--- src/rtl/lfsr_cfg_initiator.sv ---
// Bus initiator for the LFSR application register port: one command becomes
// poly/seed/CTRL writes, a stream of captured Q samples, then a STOP write.
module lfsr_cfg_initiator #(
   parameter int n = 8
) (
   input  logic         clock,
   input  logic         reset,
   input  logic         cmd_valid,
   output logic         cmd_ready,
   input  logic [n-1:0] cmd_poly,
   input  logic [n-1:0] cmd_seed,
   input  logic [1:0]   cmd_mode,
   input  logic [7:0]   cmd_count,
   output logic [15:0]  A,
   output logic [n-1:0] D,
   output logic         W,
   input  logic [n-1:0] Q,
   output logic         smp_valid,
   output logic [n-1:0] smp_data,
   input  logic         smp_ready,
   output logic         busy,
   output logic         done
);

   localparam logic [15:0] ADDR_POLY = 16'h0010;
   localparam logic [15:0] ADDR_SEED = 16'h0012;
   localparam logic [15:0] ADDR_CTRL = 16'h0014;

   typedef enum logic [2:0] {
      S_IDLE,
      S_WR_POLY,
      S_WR_SEED,
      S_WR_CTRL,
      S_CAPTURE,
      S_WR_STOP,
      S_DONE
   } state_e;

   state_e       state_q, state_d;
   logic [n-1:0] poly_q, poly_d;
   logic [n-1:0] seed_q, seed_d;
   logic [1:0]   mode_q, mode_d;
   logic [7:0]   count_q, count_d;
   logic [7:0]   rem_q, rem_d;
   logic [15:0]  a_q, a_d;
   logic [n-1:0] d_q, d_d;
   logic         w_q, w_d;
   logic         smp_valid_q, smp_valid_d;
   logic [n-1:0] smp_data_q, smp_data_d;
   logic         busy_q, busy_d;
   logic         done_q, done_d;

   logic         accept;
   logic [7:0]   rem_left;

   assign cmd_ready = (state_q == S_IDLE) && !reset;

   assign A         = a_q;
   assign D         = d_q;
   assign W         = w_q;
   assign smp_valid = smp_valid_q;
   assign smp_data  = smp_data_q;
   assign busy      = busy_q;
   assign done      = done_q;

   // rem counts samples still owed downstream, including the one in the buffer.
   assign accept   = smp_valid_q && smp_ready;
   assign rem_left = rem_q - {7'd0, accept};

   always_comb begin
      // NOTE: every _d gets a default before the case so no path can infer a latch.
      state_d     = state_q;
      poly_d      = poly_q;
      seed_d      = seed_q;
      mode_d      = mode_q;
      count_d     = count_q;
      rem_d       = rem_q;
      a_d         = '0;
      d_d         = '0;
      w_d         = 1'b0;
      smp_valid_d = smp_valid_q;
      smp_data_d  = smp_data_q;
      done_d      = 1'b0;

      unique case (state_q)
         S_IDLE: begin
            if (cmd_valid && cmd_ready) begin
               poly_d  = cmd_poly;
               seed_d  = cmd_seed;
               mode_d  = cmd_mode;
               count_d = cmd_count;
               state_d = S_WR_POLY;
               w_d     = 1'b1;
               a_d     = ADDR_POLY;
               d_d     = cmd_poly;
            end
         end
         S_WR_POLY: begin
            state_d = S_WR_SEED;
            w_d     = 1'b1;
            a_d     = ADDR_SEED;
            d_d     = seed_q;
         end
         S_WR_SEED: begin
            state_d   = S_WR_CTRL;
            w_d       = 1'b1;
            a_d       = ADDR_CTRL;
            d_d[1:0]  = mode_q;
         end
         S_WR_CTRL: begin
            if (count_q != 8'd0) begin
               state_d = S_CAPTURE;
               rem_d   = count_q;
            end else begin
               state_d = S_WR_STOP;
               w_d     = 1'b1;
               a_d     = ADDR_CTRL;
            end
         end
         S_CAPTURE: begin
            if (accept) rem_d = rem_left;
            if ((!smp_valid_q || accept) && rem_left != 8'd0) begin
               smp_valid_d = 1'b1;
               smp_data_d  = Q;
            end else if (accept) begin
               smp_valid_d = 1'b0;
            end
            if (accept && rem_left == 8'd0) begin
               state_d = S_WR_STOP;
               w_d     = 1'b1;
               a_d     = ADDR_CTRL;
            end
         end
         S_WR_STOP: begin
            state_d = S_DONE;
            done_d  = 1'b1;
         end
         S_DONE:  state_d = S_IDLE;
         default: state_d = S_IDLE;
      endcase

      busy_d = (state_d != S_IDLE);
   end

   // NOTE: sequential state uses non-blocking assignments only, so every flop
   // samples the pre-edge values computed above.
   always_ff @(posedge clock) begin
      if (reset) begin
         state_q     <= S_IDLE;
         poly_q      <= '0;
         seed_q      <= '0;
         mode_q      <= '0;
         count_q     <= '0;
         rem_q       <= '0;
         a_q         <= '0;
         d_q         <= '0;
         w_q         <= 1'b0;
         smp_valid_q <= 1'b0;
         smp_data_q  <= '0;
         busy_q      <= 1'b0;
         done_q      <= 1'b0;
      end else begin
         state_q     <= state_d;
         poly_q      <= poly_d;
         seed_q      <= seed_d;
         mode_q      <= mode_d;
         count_q     <= count_d;
         rem_q       <= rem_d;
         a_q         <= a_d;
         d_q         <= d_d;
         w_q         <= w_d;
         smp_valid_q <= smp_valid_d;
         smp_data_q  <= smp_data_d;
         busy_q      <= busy_d;
         done_q      <= done_d;
      end
   end

endmodule

--- config.mk ---
export PLATFORM = sky130hd
export DESIGN_NAME = lfsr_cfg_initiator
export DESIGN_NICKNAME = d
export VERILOG_FILES = /design/src/rtl/lfsr_cfg_initiator.sv
export SDC_FILE = /design/constraint.sdc
export NUM_CORES = 1
export LEC_CHECK = 0
export CAP_MARGIN = 20
export CORE_MARGIN = 10
export CORE_UTILIZATION = 49
export DETAILED_ROUTE_END_ITERATION = 7
export PLACE_DENSITY = 0.87
export SYNTH_ARGS = -nofsm -noshare
export SYNTH_HDL_FRONTEND = slang
export SYNTH_SLANG_ARGS = --single-unit
--- constraint.sdc ---
create_clock -name clock -period 5.4 [get_ports clock]
set_input_delay 1.08 -clock clock [delete_from_list [all_inputs] [get_ports clock]]
set_output_delay 1.08 -clock clock [all_outputs]
set_load 0.05 [all_outputs]
Word level (Yosys, flattened, before mapping)
Cells that the tools add are included.
Widths: inputs -> output; s select.
- input port bits: 38
- output and inout bits: 37
- flip-flop bits (word level): 65
- word-level logic and storage cells: 61
- add/sub/neg operators: 1
- eq/ne operators: 7
- reduce and logical (&&, ||, !) cells: 20
- multiplexer cells: 21
- operators by type and width (kind ; number):
    $pmux 5 s5 ; 1
    $mux 8 ; 3
    $pmux 3 s6 ; 1
    $pmux 8 s2 ; 1
    $reduce_bool 8->1 ; 2
    $mux 5 ; 3
    $pmux 6 s2 ; 1
    $logic_not 8->1 ; 1
    $sub 8x1->8 ; 1
    $mux 1 ; 7
    $eq 3x2->1 const B ; 2
    $eq 3x3->1 const B ; 2
    $mux 3 ; 2
    $pmux 2 s3 ; 1
    $reduce_and 2->1 ; 3
    $logic_and 1x1->1 ; 5
    $ne 2x2->1 const B ; 2
    $pmux 1 s4 ; 1
    $reduce_bool 2->1 ; 2
    $eq 3x1->1 const B ; 1
    $logic_not 3->1 ; 1
    $reduce_and 3->1 ; 1
    $reduce_bool 3->1 ; 1
    $logic_not 1->1 ; 2
    other kinds (2) ; 2

Depth between registers and ports, before layout
Gate-level depths: netlist of run 1.
- word-level depth: 7
- gate-level depth with buffers: 8
- depth with buffers taken out: 8

Least setup slack after synthesis of run 1
No wires, ideal clock.
- kind: input port to flip-flop
- start point: input port reset
- end point: register count_q[3]
- setup slack: 1631 ps
- setup time: 132 ps
- arrival: 3636 ps
- required time: 5268 ps
- path buffers: 1
- cell stages on the path: 5
- cell sequence: nor4_1 > nand2_1 > clkbuf_1 > nand2_1 > a21oi_1
- longest elaborated chain between the ends: 4
- RTL lines (what ; line ; source):
    from (decl) ; 7 ; input logic reset,
    $logic_not 1->1 ; 56 ; assign cmd_ready = (state_q == S_IDLE) && !reset;
    $logic_and 1x1->1 ; 56 ;
    $logic_and 1x1->1 ; 87 ; if (cmd_valid && cmd_ready) begin
    $reduce_and 2->1 (no source line) ; n/a ;
    to (signal assigned) ; 167 ; count_q <= count_d;
    to (decl) ; 43 ; logic [7:0] count_q, count_d;
Several ways; a longest one is shown, not always the timed one.
A chain may end at the register's enable or synchronous reset.

Worst setup path after layout of run 1
- start point: input port reset
- end point: output port cmd_ready
- longest elaborated chain between the ends: 2
- RTL lines (what ; line ; source):
    $logic_not 1->1 ; 56 ;
    $logic_and 1x1->1 ; 56 ;
    to (decl) ; 9 ; output logic cmd_ready,
No other way between the ends.

==> results of run 1 <==
-- flip-flops by register name, summed over array words and instances (netlist names) --
register and flops:
count_q 8, state_q 3, seed_q 8, busy 1, done 1, mode_q 2, D 8, W 1
smp_data 8, rem_q 8, A 3, smp_valid 1
-- worst max-delay path, stage by stage --
cell             delay [ns]
clkdlybuf4s50_1        0.42
nor4_1                 0.39
clkdlybuf4s50_1        0.89
-- routing by layer --
metal  wire, microns  track usage  vias up
met5               0            0        -
met4              84       0.0650        0
met3             493       0.0438        9
met2            2950        0.253       68
met1            2490        0.195      968
li1                -            -     1067
-- worst max path at each step --
stage / depth (start not counted) / end / start
5_1_grt: 3 / cmd_ready / reset
3_5_place_dp: 3 / cmd_ready / reset
2_1_floorplan: 1 / cmd_ready / reset
3_3_place_gp: 3 / cmd_ready / reset
6_report: 3 / cmd_ready / reset
4_1_cts: 3 / cmd_ready / reset
-- synth_stat cells, types with 2 or more instances --
cell       number  area [sq um]
a21oi_1        36           180
nand2b_1       11          68.8
buf_1           2          7.51
o2bb2ai_1       8          70.1
nor3_1          6          30.0
a21o_1          7          52.6
nor2_1         21          78.8
inv_1           5          18.8
o21ai_0         8          40.0
nor3b_1         2          15.0
and2_1          2          12.5
nor4_1          3          18.8
clkbuf_1       10          37.5
dfxtp_1        52          1040
nand2_1        56           210
buf_4          13          97.6
ha_1            2          25.0
nor2b_1         5          31.3
a22oi_1         8          60.1
o31ai_1         3          22.5
buf_2           5          25.0
a211o_1         2          17.5
nand3_1         4          20.0
-- power breakdown --
group / switching, mW / internal (mW)
sequential: 0.0171 / 0.405
clock: 0.121 / 0.0884
combinational: 0.118 / 0.0664
-- per-stage QoR --
step                      area (sq um)  cells   util  power (mW)
final                             3010    395  0.641       0.815
after global routing              3010    395  0.641       0.850
after CTS                         3000    394  0.639       0.819
after detailed placement          2920    387  0.623       0.614
after global placement            2920    387  0.623       0.611
after floorplan                   2400    300      -       0.557
-- cell families after synthesis --
group,count (synthesis)
XOR/XNOR,1
AND/OR/NAND/NOR,116
other,1
flip-flops,52
AO/OA/AOI/OAI,81
buffers and inverters,35
adder cells (fa/ha/maj),2
-- cells in the final DEF, fill, tap and decap left out, types with 2 or more instances in the layout --
master           count
inv_1                5
conb_1              13
o31ai_1              3
a21oi_1             36
ha_1                 2
dfxtp_1             52
clkdlybuf4s50_1     61
clkbuf_8             5
a21o_1               7
nand2b_1            11
o2bb2ai_1            8
nor3b_1              2
nor2_1              21
and2_1               2
buf_4                3
a211o_1              2
nor4_1               3
nor3_1               6
a22oi_1              8
nor2b_1              5
nand3_1              4
nand2_1             56
o21ai_0              8
-- layout make-up --
class                           count  area [sq um]
Clock buffer                        6          72.6
Clock inverter                      1          5.00
Fill cell                         408          1690
Inverter                            5          18.8
Multi-Input combinational cell    213          1170
Sequential cell                    52          1040
Tap cell                           54          67.6
Timing Repair Buffer               64           633
==> results.json, run 1 <==
{
  "max_slew_margin": 0.359,
  "final.min_clock_period_ns": 3.87,
  "hold_violations": 0,
  "grt_setup_unrepaired": "no",
  "initial_core_util": 0.501,
  "rrSetupSlack_ns": 2.89,
  "post-place-ws_ns": 1.54,
  "core_area_sq_um": 4690,
  "wirelength_mm": 6.01,
  "period_share": 0.716,
  "slew_viol_final": 0,
  "synth-adder-area-share": 0.0106,
  "rows": 25,
  "num_io_pins": 75,
  "drive_gt1_frac": 0.0411,
  "setup_ws_ns": 1.53,
  "synth_seq_area_share": 0.443,
  "track_usage": 0.158,
  "cts_tree": "done",
  "grt_antenna_before_repair": 0,
  "worst_pin_slew_ns": 0.962,
  "dp_hpwl_mm": 4.40,
  "hold_depth": 2,
  "grt_start_max_net_pins": 49,
  "port_buffers": 61,
  "yosys.area_share.simple": 0.228,
  "min_from": "seed_q[0]$_SDFFE_PP0P_",
  "vias_per_cell": 5.35,
  "reg2regPathDepth": 8,
  "numCtsBuffers": 5,
  "ys.flop_type": "dfxtp_1",
  "cts_root_buf": "clkbuf_8",
  "drv_cap": 0,
  "crit_type": "in2out",
  "reg2reg_from": "smp_valid$_SDFFE_PP0P_",
  "grt_pass1_wl_mm": 9.83,
  "ctsHoldBuffers": 0,
  "fmax_mhz": 259,
  "ant_nets": 0,
  "die_w_microns": 89.3,
  "power_leakage_nw": 1.04,
  "postSynthAreaPerCell_sq_um": 8.16,
  "status": "finished, final reports clean",
  "die_h_microns": 89.3,
  "synth_top_family_by_area": "compound AO/OA/AOI/OAI gates",
  "area_growth_pct": 27.9,
  "synth_compound_area_frac": 0.234,
  "skew_ns": 0.00972,
  "async_reset_ff_frac": 0,
  "routedWlPerCell_microns": 15.2,
  "whs_ns": 0.461,
  "synth-seq-cells": 52,
  "numClockSinks": 52,
  "required_ns": 4.32,
  "muxShareOfSynthArea": 0,
  "cts_htree_levels": 2,
  "gp_congestion": 0.900,
  "finalSetupTns_ns": 0,
  "syn_area_sq_um": 2350,
  "powerDensity_nw_per_um2": 271,
  "fin_nets": 381,
  "vias": 2112,
  "cp-end-kind": "output pin",
  "drt-pass1-iter-count": 4,
  "start_kind": "input port",
  "hold_path_class": "reg2reg",
  "synth-edff-count": 0,
  "remaining_drc_errors": 0,
  "synth.distinct_cells": 40,
  "synth-warning-count": 0,
  "n_antenna_cell": 0,
  "grt-ovfl-total": 0,
  "initialDrtViolationCount": 159,
  "synth_xor_area_frac": 0.00373,
  "dieArea_sq_um": 7970,
  "reg2reg_to": "smp_data[3]$_SDFFE_PP0P_",
  "cts.clk_slew.worst_paths_ns": 0.08,
  "hold_path_end": "seed_q[0]$_SDFFE_PP0P_",
  "irDropWorstVdd_v": 0.000119,
  "synth_cells": 288,
  "clock_latency_ns": 0.31,
  "first_global_vias": 2007,
  "postCtsSetupRepairBufs": 0,
  "cts_resized": 0,
  "clockBufferDepth": 2,
  "path_max_fanout": 3,
  "setup_viol": 0,
  "arrival_ns": 2.79
}
Power figures use the tool's default switching activity.
==> inputs of run 2 (changes only) <==
Settings changed: CORE_UTILIZATION 49 to 41, PLACE_DENSITY 0.87 to 0.78.
Clock period 5.4 ns to 3.3 ns, I/O delays scaled along.
==> results.json, run 2 (synthesis gave the netlist of run 1 again) <==
{
  "cp_top_family": "compound AO/OA/AOI/OAI gates",
  "stdcell_count": 417,
  "slowest_stage": "a2111oi_4",
  "wirelength_mm": 6.10,
  "grt_antenna_before_repair": 0,
  "combPwrFrac": 0.228,
  "hold_violations": 0,
  "irDropWorstVdd_v": 0.000233,
  "dp_hpwl_mm": 4.48,
  "ant_nets": 0,
  "crit_top_cell": "ha_1",
  "slew_viol_final": 0,
  "gp_congestion": 0.812,
  "arrival_ns": 3.14,
  "seqPwrFrac": 0.499,
  "p_int_uw": 951,
  "postPlaceCellArea_sq_um": 2990,
  "switching_share": 0.312,
  "final_cell_area_sq_um": 3090,
  "cp-end-kind": "flip-flop",
  "path_max_fanout": 8,
  "setup_viol": 0,
  "grt-ovfl-total": 0,
  "power_mw": 1.38,
  "final.min_clock_period_ns": 2.91,
  "drt-pass1-iter-count": 4,
  "cts_resized": 0,
  "cts.clk_slew.worst_paths_ns": 0.09,
  "fmax_mhz": 343,
  "period_share": 0.882,
  "grt_start_max_net_pins": 49,
  "track_usage": 0.134,
  "vias_per_cell": 5.07,
  "status": "finished, final reports clean",
  "p_sw_uw": 432,
  "worst_pin_slew_ns": 0.676,
  "power_leakage_nw": 1.07,
  "cts_tree": "done",
  "vias": 2115,
  "final_cell_mix": "clkdlybuf4s50_1 (60), nand2_1 (56), dfxtp_1 (52)",
  "ctsHoldBuffers": 0,
  "final_common_cell": "clkdlybuf4s50_1",
  "clockBufferDepth": 2,
  "core_area_sq_um": 5540,
  "clock_latency_ns": 0.30,
  "cpPeakStageDelay_ns": 0.61,
  "die_h_microns": 95.7,
  "path_cells": "clkdlybuf4s50_1, and2_1, ha_1, ha_1, or3b_1, a21oi_2, o32ai_2, a2111oi_4, o2bb2ai_1",
  "powerDensity_nw_per_um2": 448,
  "postCtsSetupRepairBufs": 0,
  "area_growth_pct": 31.3,
  "numCtsBuffers": 5,
  "dieArea_sq_um": 9160,
  "start_kind": "input port",
  "max_slew_margin": 0.548,
  "grt_pass1_wl_mm": 10.0,
  "port_buffers": 61,
  "hold_path_class": "reg2reg",
  "die_w_microns": 95.7,
  "finalSetupTns_ns": 0,
  "first_global_vias": 2109,
  "power_frac_clock": 0.273,
  "grt_setup_unrepaired": "no",
  "skew_ns": 0.00468,
  "dp_cells": 409,
  "initial_core_util": 0.424,
  "fin_nets": 384,
  "drive_gt1_frac": 0.0609,
  "rows": 27,
  "crit_type": "in2reg",
  "numClockSinks": 52,
  "cts_htree_levels": 2,
  "required_ns": 3.53,
  "drv_cap": 0,
  "initialDrtViolationCount": 99,
  "n_antenna_cell": 0,
  "routedWlPerCell_microns": 14.6,
  "cts_root_buf": "clkbuf_8",
  "remaining_drc_errors": 0,
  "num_io_pins": 75,
  "path_buf_inv": 1
}
==> run 2: cell types whose count changed in the layout (fill, tap and decap cells not counted) <==
| cell | delta |
|---|---|
| buf_12 | +1 |
| buf_4 | +3 |
| clkbuf_1 | -1 |
| clkbuf_8 | +1 |
| clkdlybuf4s50_1 | -1 |
| inv_6 | +1 |
| nor4_1 | -1 |
| nor4_2 | +1 |
==> run 2: per-stage QoR <==
stage,utilization,worst slack [ns],hold WS (ns)
final,0.557,0.388,0.459
after global routing,0.557,0.285,0.480
after CTS,0.557,0.412,0.461
after detailed placement,0.540,0.0969,0.448
after global placement,0.540,0.200,0.440
after floorplan,-,0.686,0.432
==> run 2: final cells by class <==
cell class	count	area, sq um
clock buffer	6	82.6
clock inverter	2	13.8
fill	507	2450
inverter	5	18.8
multi-input combinational	213	1170
sequential	52	1040
tap	72	90.1
timing repair buffer	67	666
==> run 2: path summary, 6_finish.rpt <==
check                          from                        to  slack [ns]  depth (start not counted)
max                       smp_ready  smp_data[5]$_SDFFE_PP0P_        0.39                          9
min          seed_q[7]$_SDFFE_PP0P_    seed_q[7]$_SDFFE_PP0P_        0.46                          2
max reg2reg  smp_valid$_SDFFE_PP0P_  smp_data[5]$_SDFFE_PP0P_        0.86                          8
min reg2reg  seed_q[7]$_SDFFE_PP0P_    seed_q[7]$_SDFFE_PP0P_        0.46                          2
==> run 2: power groups by stage <==
| stage | clock network, mW | registers, mW | logic [mW] |
|---|---|---|---|
| 2_1_floorplan | 0 | 0.743 | 0.170 |
| 3_3_place_gp | 0 | 0.704 | 0.313 |
| 3_5_place_dp | 0 | 0.704 | 0.315 |
| 4_1_cts | 0.390 | 0.690 | 0.316 |
| 5_1_grt | 0.415 | 0.696 | 0.342 |
| 6_report | 0.378 | 0.690 | 0.315 |
==> run 2: layer usage <==
metal  part of all wire  vias to the layer above  global-route usage
li1                   -                     1073                   -
met1               0.44                      983               0.161
met2               0.49                       51               0.229
met3              0.051                        8              0.0335
met4              0.018                        0              0.0479
met5                  0                        -                   0
==> run 2: tightest hold or removal path, cell delays in order (launching register included) <==
cell	delay (ns)
dfxtp_1	0.32
nand2_1	0.05
a21oi_1	0.05
==> inputs of run 3 (changes only) <==
Settings changed: CTS_BUF_LIST from default to sky130_fd_sc_hd__clkbuf_8 sky130_fd_sc_hd__clkbuf_16.
==> results of run 3 <==
The final DEF is identical to that of run 2; final timing and power are the same.
